### src/rtl/tap_pkg.sv
`default_nettype none
// ============================================================================
//  Module      : tap_pkg
//  Description : Shared definitions for the JTAG TAP controller: TAP state
//                enumeration, IR width, instruction opcodes, select-vector
//                bit positions and the instruction decoder.
//  Revision    : 1.0 - initial release
// ============================================================================
package tap_pkg;

    localparam int IR_WIDTH = 4;

    // IEEE 1149.1 TAP controller states
    typedef enum logic [3:0] {
        TEST_LOGIC_RESET = 4'h0,
        RUN_TEST_IDLE    = 4'h1,
        SELECT_DR        = 4'h2,
        CAPTURE_DR       = 4'h3,
        SHIFT_DR         = 4'h4,
        EXIT1_DR         = 4'h5,
        PAUSE_DR         = 4'h6,
        EXIT2_DR         = 4'h7,
        UPDATE_DR        = 4'h8,
        SELECT_IR        = 4'h9,
        CAPTURE_IR       = 4'hA,
        SHIFT_IR         = 4'hB,
        EXIT1_IR         = 4'hC,
        PAUSE_IR         = 4'hD,
        EXIT2_IR         = 4'hE,
        UPDATE_IR        = 4'hF
    } tap_state_t;

    // Instruction opcodes
    localparam logic [IR_WIDTH-1:0] c_OP_EXTEST   = 4'b0000;
    localparam logic [IR_WIDTH-1:0] c_OP_IDCODE   = 4'b0001;
    localparam logic [IR_WIDTH-1:0] c_OP_SAMPLE   = 4'b0010;
    localparam logic [IR_WIDTH-1:0] c_OP_INTEST   = 4'b0011;
    localparam logic [IR_WIDTH-1:0] c_OP_USERCODE = 4'b0100;
    localparam logic [IR_WIDTH-1:0] c_OP_RUNBIST  = 4'b0101;
    localparam logic [IR_WIDTH-1:0] c_OP_GETTEST  = 4'b0110;
    localparam logic [IR_WIDTH-1:0] c_OP_SETSTATE = 4'b0111;
    localparam logic [IR_WIDTH-1:0] c_OP_BYPASS   = 4'b1111;

    // Bit positions inside the one-hot select vector
    localparam int c_SEL_IDCODE   = 0;
    localparam int c_SEL_SAMPLE   = 1;
    localparam int c_SEL_EXTEST   = 2;
    localparam int c_SEL_INTEST   = 3;
    localparam int c_SEL_USERCODE = 4;
    localparam int c_SEL_RUNBIST  = 5;
    localparam int c_SEL_GETTEST  = 6;
    localparam int c_SEL_SETSTATE = 7;
    localparam int c_SEL_COUNT    = 8;

    // One-hot decode; BYPASS and every unassigned code give all zeros
    function automatic logic [c_SEL_COUNT-1:0] decode_instr(input logic [IR_WIDTH-1:0] op);
        logic [c_SEL_COUNT-1:0] sel;
        sel = '0;
        case (op)
            c_OP_IDCODE:   sel[c_SEL_IDCODE]   = 1'b1;
            c_OP_SAMPLE:   sel[c_SEL_SAMPLE]   = 1'b1;
            c_OP_EXTEST:   sel[c_SEL_EXTEST]   = 1'b1;
            c_OP_INTEST:   sel[c_SEL_INTEST]   = 1'b1;
            c_OP_USERCODE: sel[c_SEL_USERCODE] = 1'b1;
            c_OP_RUNBIST:  sel[c_SEL_RUNBIST]  = 1'b1;
            c_OP_GETTEST:  sel[c_SEL_GETTEST]  = 1'b1;
            c_OP_SETSTATE: sel[c_SEL_SETSTATE] = 1'b1;
            default:       sel = '0;
        endcase
        return sel;
    endfunction

endpackage
`default_nettype wire

### src/rtl/tap_fsm.sv
`default_nettype none
// ============================================================================
//  Module      : tap_fsm
//  Description : 16-state IEEE 1149.1 TAP state machine. State advances on
//                the rising edge of TCK under control of TMS; TRST_N forces
//                TEST_LOGIC_RESET asynchronously.
//  Revision    : 1.0 - initial release
// ============================================================================
module tap_fsm
    import tap_pkg::*;
(
    input  logic       TCK,
    input  logic       TRST_N,
    input  logic       TMS,
    output tap_state_t state
);

    // Standard TAP next-state transitions
    always_ff @(posedge TCK or negedge TRST_N) begin
        if (!TRST_N) begin
            state <= TEST_LOGIC_RESET;
        end else begin
            unique case (state)
                TEST_LOGIC_RESET: state <= TMS ? TEST_LOGIC_RESET : RUN_TEST_IDLE;
                RUN_TEST_IDLE:    state <= TMS ? SELECT_DR        : RUN_TEST_IDLE;
                SELECT_DR:        state <= TMS ? SELECT_IR        : CAPTURE_DR;
                CAPTURE_DR:       state <= TMS ? EXIT1_DR         : SHIFT_DR;
                SHIFT_DR:         state <= TMS ? EXIT1_DR         : SHIFT_DR;
                EXIT1_DR:         state <= TMS ? UPDATE_DR        : PAUSE_DR;
                PAUSE_DR:         state <= TMS ? EXIT2_DR         : PAUSE_DR;
                EXIT2_DR:         state <= TMS ? UPDATE_DR        : SHIFT_DR;
                UPDATE_DR:        state <= TMS ? SELECT_DR        : RUN_TEST_IDLE;
                SELECT_IR:        state <= TMS ? TEST_LOGIC_RESET : CAPTURE_IR;
                CAPTURE_IR:       state <= TMS ? EXIT1_IR         : SHIFT_IR;
                SHIFT_IR:         state <= TMS ? EXIT1_IR         : SHIFT_IR;
                EXIT1_IR:         state <= TMS ? UPDATE_IR        : PAUSE_IR;
                PAUSE_IR:         state <= TMS ? EXIT2_IR         : PAUSE_IR;
                EXIT2_IR:         state <= TMS ? UPDATE_IR        : SHIFT_IR;
                UPDATE_IR:        state <= TMS ? SELECT_DR        : RUN_TEST_IDLE;
                default:          state <= TEST_LOGIC_RESET;
            endcase
        end
    end

endmodule
`default_nettype wire

### src/rtl/tap_ctrl.sv
`default_nettype none
// ============================================================================
//  Module      : tap_ctrl
//  Description : JTAG TAP controller top. Hosts the instruction register
//                (shift stage + update latch), instruction decode, bypass
//                register and the TDO output multiplexer; the state machine
//                lives in tap_fsm.
//  Revision    : 1.0 - initial release
// ============================================================================
module tap_ctrl
    import tap_pkg::*;
#(
    parameter int                  IR_WIDTH   = 4,
    parameter logic [IR_WIDTH-1:0] IR_CAPTURE = 4'b0001
)(
    input  logic TCK,
    input  logic TRST_N,
    input  logic TMS,
    input  logic TDI,
    input  logic ID_REG_TDO,
    input  logic USERCODE_REG_TDO,
    input  logic BSR_TDO,
    output logic CAPTUREDR,
    output logic SHIFTDR,
    output logic UPDATEDR,
    output logic IDCODE_SELECT,
    output logic SAMPLE_SELECT,
    output logic EXTEST_SELECT,
    output logic INTEST_SELECT,
    output logic USERCODE_SELECT,
    output logic RUNBIST_SELECT,
    output logic GETTEST_SELECT,
    output logic SETSTATE_SELECT,
    output logic TDO,
    output logic TDO_EN
);

    // Capture pattern with the two LSBs forced to 01 regardless of override
    localparam logic [IR_WIDTH-1:0] c_IR_CAPTURE = {IR_CAPTURE[IR_WIDTH-1:2], 2'b01};

    tap_state_t             w_state;
    logic [IR_WIDTH-1:0]    r_ir_shift;
    logic [IR_WIDTH-1:0]    r_ir_upd;
    logic [c_SEL_COUNT-1:0] w_sel;
    logic                   w_is_bypass;
    logic                   r_bypass;
    logic                   r_tdo_q;
    logic                   r_tdo_en;
    logic                   r_tdo_dr_path;
    logic                   w_tdo_dr;

    tap_fsm u_fsm (
        .TCK    (TCK),
        .TRST_N (TRST_N),
        .TMS    (TMS),
        .state  (w_state)
    );

    // DR-stage strobes are plain state decodes
    assign CAPTUREDR = (w_state == CAPTURE_DR);
    assign SHIFTDR   = (w_state == SHIFT_DR);
    assign UPDATEDR  = (w_state == UPDATE_DR);

    // IR shift stage: capture on CAPTURE_IR, shift LSB-out / TDI-in on SHIFT_IR
    always_ff @(posedge TCK or negedge TRST_N) begin
        if (!TRST_N) begin
            r_ir_shift <= c_IR_CAPTURE;
        end else if (w_state == CAPTURE_IR) begin
            r_ir_shift <= c_IR_CAPTURE;
        end else if (w_state == SHIFT_IR) begin
            r_ir_shift <= {TDI, r_ir_shift[IR_WIDTH-1:1]};
        end
    end

    // IR update latch: falling edge so the new instruction is stable before
    // the next rising edge; TEST_LOGIC_RESET restores IDCODE
    always_ff @(negedge TCK or negedge TRST_N) begin
        if (!TRST_N) begin
            r_ir_upd <= c_OP_IDCODE;
        end else if (w_state == TEST_LOGIC_RESET) begin
            r_ir_upd <= c_OP_IDCODE;
        end else if (w_state == UPDATE_IR) begin
            r_ir_upd <= r_ir_shift;
        end
    end

    assign w_sel       = decode_instr(r_ir_upd);
    assign w_is_bypass = ~|w_sel;

    assign IDCODE_SELECT   = w_sel[c_SEL_IDCODE];
    assign SAMPLE_SELECT   = w_sel[c_SEL_SAMPLE];
    assign EXTEST_SELECT   = w_sel[c_SEL_EXTEST];
    assign INTEST_SELECT   = w_sel[c_SEL_INTEST];
    assign USERCODE_SELECT = w_sel[c_SEL_USERCODE];
    assign RUNBIST_SELECT  = w_sel[c_SEL_RUNBIST];
    assign GETTEST_SELECT  = w_sel[c_SEL_GETTEST];
    assign SETSTATE_SELECT = w_sel[c_SEL_SETSTATE];

    // Single-bit bypass register, only live while BYPASS is decoded
    always_ff @(posedge TCK or negedge TRST_N) begin
        if (!TRST_N) begin
            r_bypass <= 1'b0;
        end else if (w_is_bypass) begin
            if (w_state == CAPTURE_DR) begin
                r_bypass <= 1'b0;
            end else if (w_state == SHIFT_DR) begin
                r_bypass <= TDI;
            end
        end
    end

    // Falling-edge TDO registers: enable, internal serial bit and path choice
    always_ff @(negedge TCK or negedge TRST_N) begin
        if (!TRST_N) begin
            r_tdo_en      <= 1'b0;
            r_tdo_q       <= 1'b0;
            r_tdo_dr_path <= 1'b0;
        end else begin
            r_tdo_en      <= (w_state == SHIFT_IR) || (w_state == SHIFT_DR);
            r_tdo_dr_path <= (w_state == SHIFT_DR) && !w_is_bypass;
            if (w_state == SHIFT_IR) begin
                r_tdo_q <= r_ir_shift[0];
            end else if ((w_state == SHIFT_DR) && w_is_bypass) begin
                r_tdo_q <= r_bypass;
            end else begin
                r_tdo_q <= 1'b0;
            end
        end
    end

    // External DR-stage registers are passed straight through
    always_comb begin
        w_tdo_dr = BSR_TDO;
        if (w_sel[c_SEL_IDCODE]) begin
            w_tdo_dr = ID_REG_TDO;
        end else if (w_sel[c_SEL_USERCODE]) begin
            w_tdo_dr = USERCODE_REG_TDO;
        end
    end

    assign TDO    = r_tdo_en & (r_tdo_dr_path ? w_tdo_dr : r_tdo_q);
    assign TDO_EN = r_tdo_en;

endmodule
`default_nettype wire

### config.mk
export PLATFORM = sky130hd
export DESIGN_NAME = tap_ctrl
export DESIGN_NICKNAME = d
export VERILOG_FILES = /design/src/rtl/tap_pkg.sv /design/src/rtl/tap_fsm.sv /design/src/rtl/tap_ctrl.sv
export SDC_FILE = /design/constraint.sdc
export NUM_CORES = 1
export LEC_CHECK = 0
export BUFFER_PORTS_ARGS = -buffer_cell sky130_fd_sc_hd__clkbuf_2
export CAP_MARGIN = 20
export CORE_UTILIZATION = 48
export CTS_BUF_LIST = sky130_fd_sc_hd__clkbuf_8 sky130_fd_sc_hd__clkbuf_16
export DETAILED_ROUTE_END_ITERATION = 10
export PLACE_DENSITY = 0.86
export SETUP_SLACK_MARGIN = 0.15
export SLEW_MARGIN = 15
export SYNTH_ARGS = -nofsm -noshare
export SYNTH_HDL_FRONTEND = slang
export SYNTH_SLANG_ARGS = --single-unit
### constraint.sdc
create_clock -name TCK -period 1.2 [get_ports TCK]
set_input_delay 0.24 -clock TCK [delete_from_list [all_inputs] [get_ports TCK]]
set_output_delay 0.24 -clock TCK [all_outputs]
set_load 0.01 [all_outputs]
; Yosys cells after proc, flatten, opt, wreduce, memory -nomap -nowiden
; Index checks and enable logic that the tools add are counted.
[word_totals]
regBits = 16
input_bits = 7
out_inout_bits = 13
word_cells = 77
[classes]
eq_ne = 22
muxes = 32
n_bitwise = 2
n_reduce_logical = 14
[op_table]
columns = op, n
row1 = case mux 4 bit (12 select lines), 1
row2 = "== test 4 x 3 -> 1 bit, second input constant", 8
row3 = "== test 4 bit, second input constant", 8
row4 = two-way mux 4 bit, 8
row5 = two-way mux 1 bit, 18
row6 = "== test 4 x 2 -> 1 bit, second input constant", 4
row7 = "== test 4 x 1 -> 1 bit, second input constant", 2
row8 = logical NOT 4 bit, 2
row9 = OR reduction 8 bit, 1
row10 = two-way mux 2 bit, 3
row11 = two-way mux 3 bit, 2
row12 = nonzero test 2 bit, 3
row13 = OR reduction 2 bit, 2
row14 = OR reduction 3 bit, 1
row15 = logical AND 1 bit, 2
row16 = AND reduction 2 bit, 1
row17 = bitwise AND 1 bit, 1
row18 = logical NOT 1 bit, 1
row19 = logical OR 1 bit, 1
row20 = NOT 1 bit, 1

; Longest topological paths before layout
[logic_depth]
word_depth = 7
depth_mapped = 5
depth_no_buf = 3

; Cells and area by module
; A second synthesis with hierarchy kept.
[unflattened]
hier_cells = 116
area_unflattened_um2 = 1022.2
[modules_own_cells]
columns = mod, instances, cells_each, area_per_inst_um2, seq_area_each_um2
row1 = tap_ctrl, 1, 79, 708.2, 302.8
row2 = tap_fsm, 1, 37, 314.1, 100.1

==> impl_metrics.ini <==
[yosys]
synth_adder_area_share = 0
ys_seq_elements = 16
yosysWarnings = 0
synthArstFlopShare = 1.00
synth-compound-area-share = 0.193
synth_xor_area_frac = 0.00854
synth_flop_cell = dfrtp_1
yosysSeqAreaShare = 0.393
synth_fp_nets = 120
synth_mux_area_frac = 0.00976
ys_types = 43
syn_inst = 113
synth_top_family_by_area = simple AND/OR/NAND/NOR gates
syn_area_per_cell_um2 = 9.08
synth_edf_count = 0
synth_simple_gate_area_frac = 0.315
syn_area_mm2 = 0.00103

[clock_tree]
cts_tree = yes
cts_max_level = 1
cts_buffer_depth = 2
hold_buffers = 0
clock_latency_ns = 0.34
cts_root_buffer = clkbuf_8
clock-sinks = 16
cts_buffers = 3
clk_pin_slew_ns = 0.07

[floorplan]
die_w_um = 48.2
ioPinCount = 20
die_area_mm2 = 0.00233
core_area_mm2 = 0.00198
start_util = 0.518
die-height_um = 48.2
rows = 16

[power]
netSwitchingFraction = 0.448
power.internal_uw = 3010
clockPowerShare = 0.099
p_sw_uw = 2450
power_density_mw_per_mm2 = 3050
p_leak_uw = 0.000840
comb_power_share = 0.693
peakVddDrop_v = 0.00220
seqPwrFrac = 0.208

[placement]
placed_cells = 175
gp_congestion = 0.830
place_ws_ns = -0.876
port_buffers = 19
hpwl_mm = 1.98

[global_routing]
grt_pass1_wl_mm = 5.38
antenna_found_initial = 0
use_met2 = 0.605
use_met1 = 0.424
globalRouteTotalUtil = 0.350
grt_max_degree = 13
busiest_layer = met2
grt_overflow = 0
grt_pass1_vias = 1110
grt_util_met3 = 0.0556

[cells_and_area]
final_common_cell = buf_4
drive_gt1_frac = 0.705
most-common-layout-cells = buf_4 (23), buf_6 (18), clkbuf_2 (11)
num-fill-cells = 79
fin_cells = 193
ff_latch_area_um2 = 405
area.growth.synth_to_final_pct = 74.6
multi_input_area_um2 = 786
nets = 174
finish.utilization = 0.904
insertedDiodeCount = 0

[routing]
vias_per_cell = 6.49
drt-total-wl_mm = 4.42
dr.first_iter.drc_count = 52
postRouteAntennaNets = 0
vias = 1253
first_pass_iters = 5
drc_errors = 0
wl_per_cell_um = 22.9

[setup_path]
end_kind = primary output
critPathKind = flop to primary output
cp-start-kind = flop
worstPathArrival_ns = 2.15
required_ns = 0.96
path_max_fanout = 5

[timing]
hold_viol_final = 0
setup_viol = 29
slew_violations = 0
setup_ws_ns = -1.19
tightest_slew_ns = 0.395
fin_hold_ws_ns = 0.0269
relSlewSlack = 0.735
grt_setup_unrepaired = true
clock_skew_ns = 0.0841

[run_status]
status = finished with violations
violations = setup timing

[run]
max_cap_viol_count = 0

[worst_hold_path]
worstHoldPathType = input pin to asynchronous set/reset pin
==> synth_stat cells, drive strengths merged (5+ instances only) <==
master   n  area [µm²]
dfrtp    8         200
nor3     5        25.0
o22ai    5        31.3
a21oi    5        25.0
nand2b   6        37.5
nor2     8        30.0
nand2   14        52.6
dfrtn    6         150
buf      8        61.3
o21ai    8        40.0
==> per-layer routing <==
metal / wire length (µm) / vias to the layer above / share of wire
met3: 339 / 41 / 0.077
met1: 1540 / 599 / 0.35
met5: 0 / - / 0
met4: 285 / 0 / 0.064
met2: 2260 / 102 / 0.51
li1: - / 511 / -
==> final timing paths <==
path                                         startpoint                         to  slack [ns]  depth (start not counted)
worst max-delay path            r_ir_upd[0]$_DFFE_NN1P_                        TDO       -1.19                          5
worst min register to register     r_bypass$_DFFE_PN0P_       r_bypass$_DFFE_PN0P_        0.58                          1
worst min-delay path                             TRST_N   u_fsm.state[2]$_DFF_PN0_        0.03                          2
min in group TCK                                    TDI  r_ir_shift[3]$_DFFE_PN0N_        0.28                          3
worst max register to register  r_ir_upd[3]$_DFFE_NN0P_       r_bypass$_DFFE_PN0P_       -0.75                          5
max in group asynchronous                        TRST_N          r_tdo_q$_DFF_NN0_        0.57                          2
==> power groups by stage <==
stage	clock [µW]	sequential (µW)	combinational, µW
after floorplan	10.4	972	1810
after global placement	10.4	1000	2260
after detailed placement	10.4	1030	2380
after CTS	501	1070	3160
after global routing	560	1140	3970
final	541	1140	3780
==> through the flow <==
step	power (µW)	cell area [µm²]	setup TNS, ns
after floorplan	2790	1150	-9.29
after global placement	3280	1360	-10.68
after detailed placement	3420	1360	-11.71
after CTS	4730	1660	-15.21
after global routing	5680	1790	-18.80
final	5460	1790	-17.71
==> sequential cells by signal, indices dropped and copies added, names as in the netlist <==
name,count
r_ir_shift,4
r_ir_upd,4
u_fsm.state,4
TDO_EN,1
r_bypass,1
r_tdo_dr_path,1
r_tdo_q,1
==> layout make-up <==
class | count | share of cell area
multi-input combinational | 83 | 0.439
clock buffer | 4 | 0.0307
clock inverter | 1 | 0.00209
sequential | 16 | 0.226
timing repair buffer | 60 | 0.279
tap | 27 | 0.0189
inverter | 2 | 0.00419
==> worst max-delay path: stages, from the launching register on <==
cell and delay [ns]:
dfstp_2 0.39, buf_6 0.12, nor4b_4 0.30, nand2_1 0.10
a41oi_2 0.13, clkbuf_2 0.15
==> cell families after synthesis <==
family / Yosys count
AO/OA/AOI/OAI: 29
XOR/XNOR: 1
buffers and inverters: 14
multiplexers: 1
flip-flops: 16
AND/OR/NAND/NOR: 52
==> what timing repair did <==
action | CTS | global route
pin swaps | 15 | 7
setup endpoints to repair | 29 | 29
resized for setup | 44 | 28
setup buffers | 8 | 6
No activity file was read; power rests on OpenSTA's default activity.
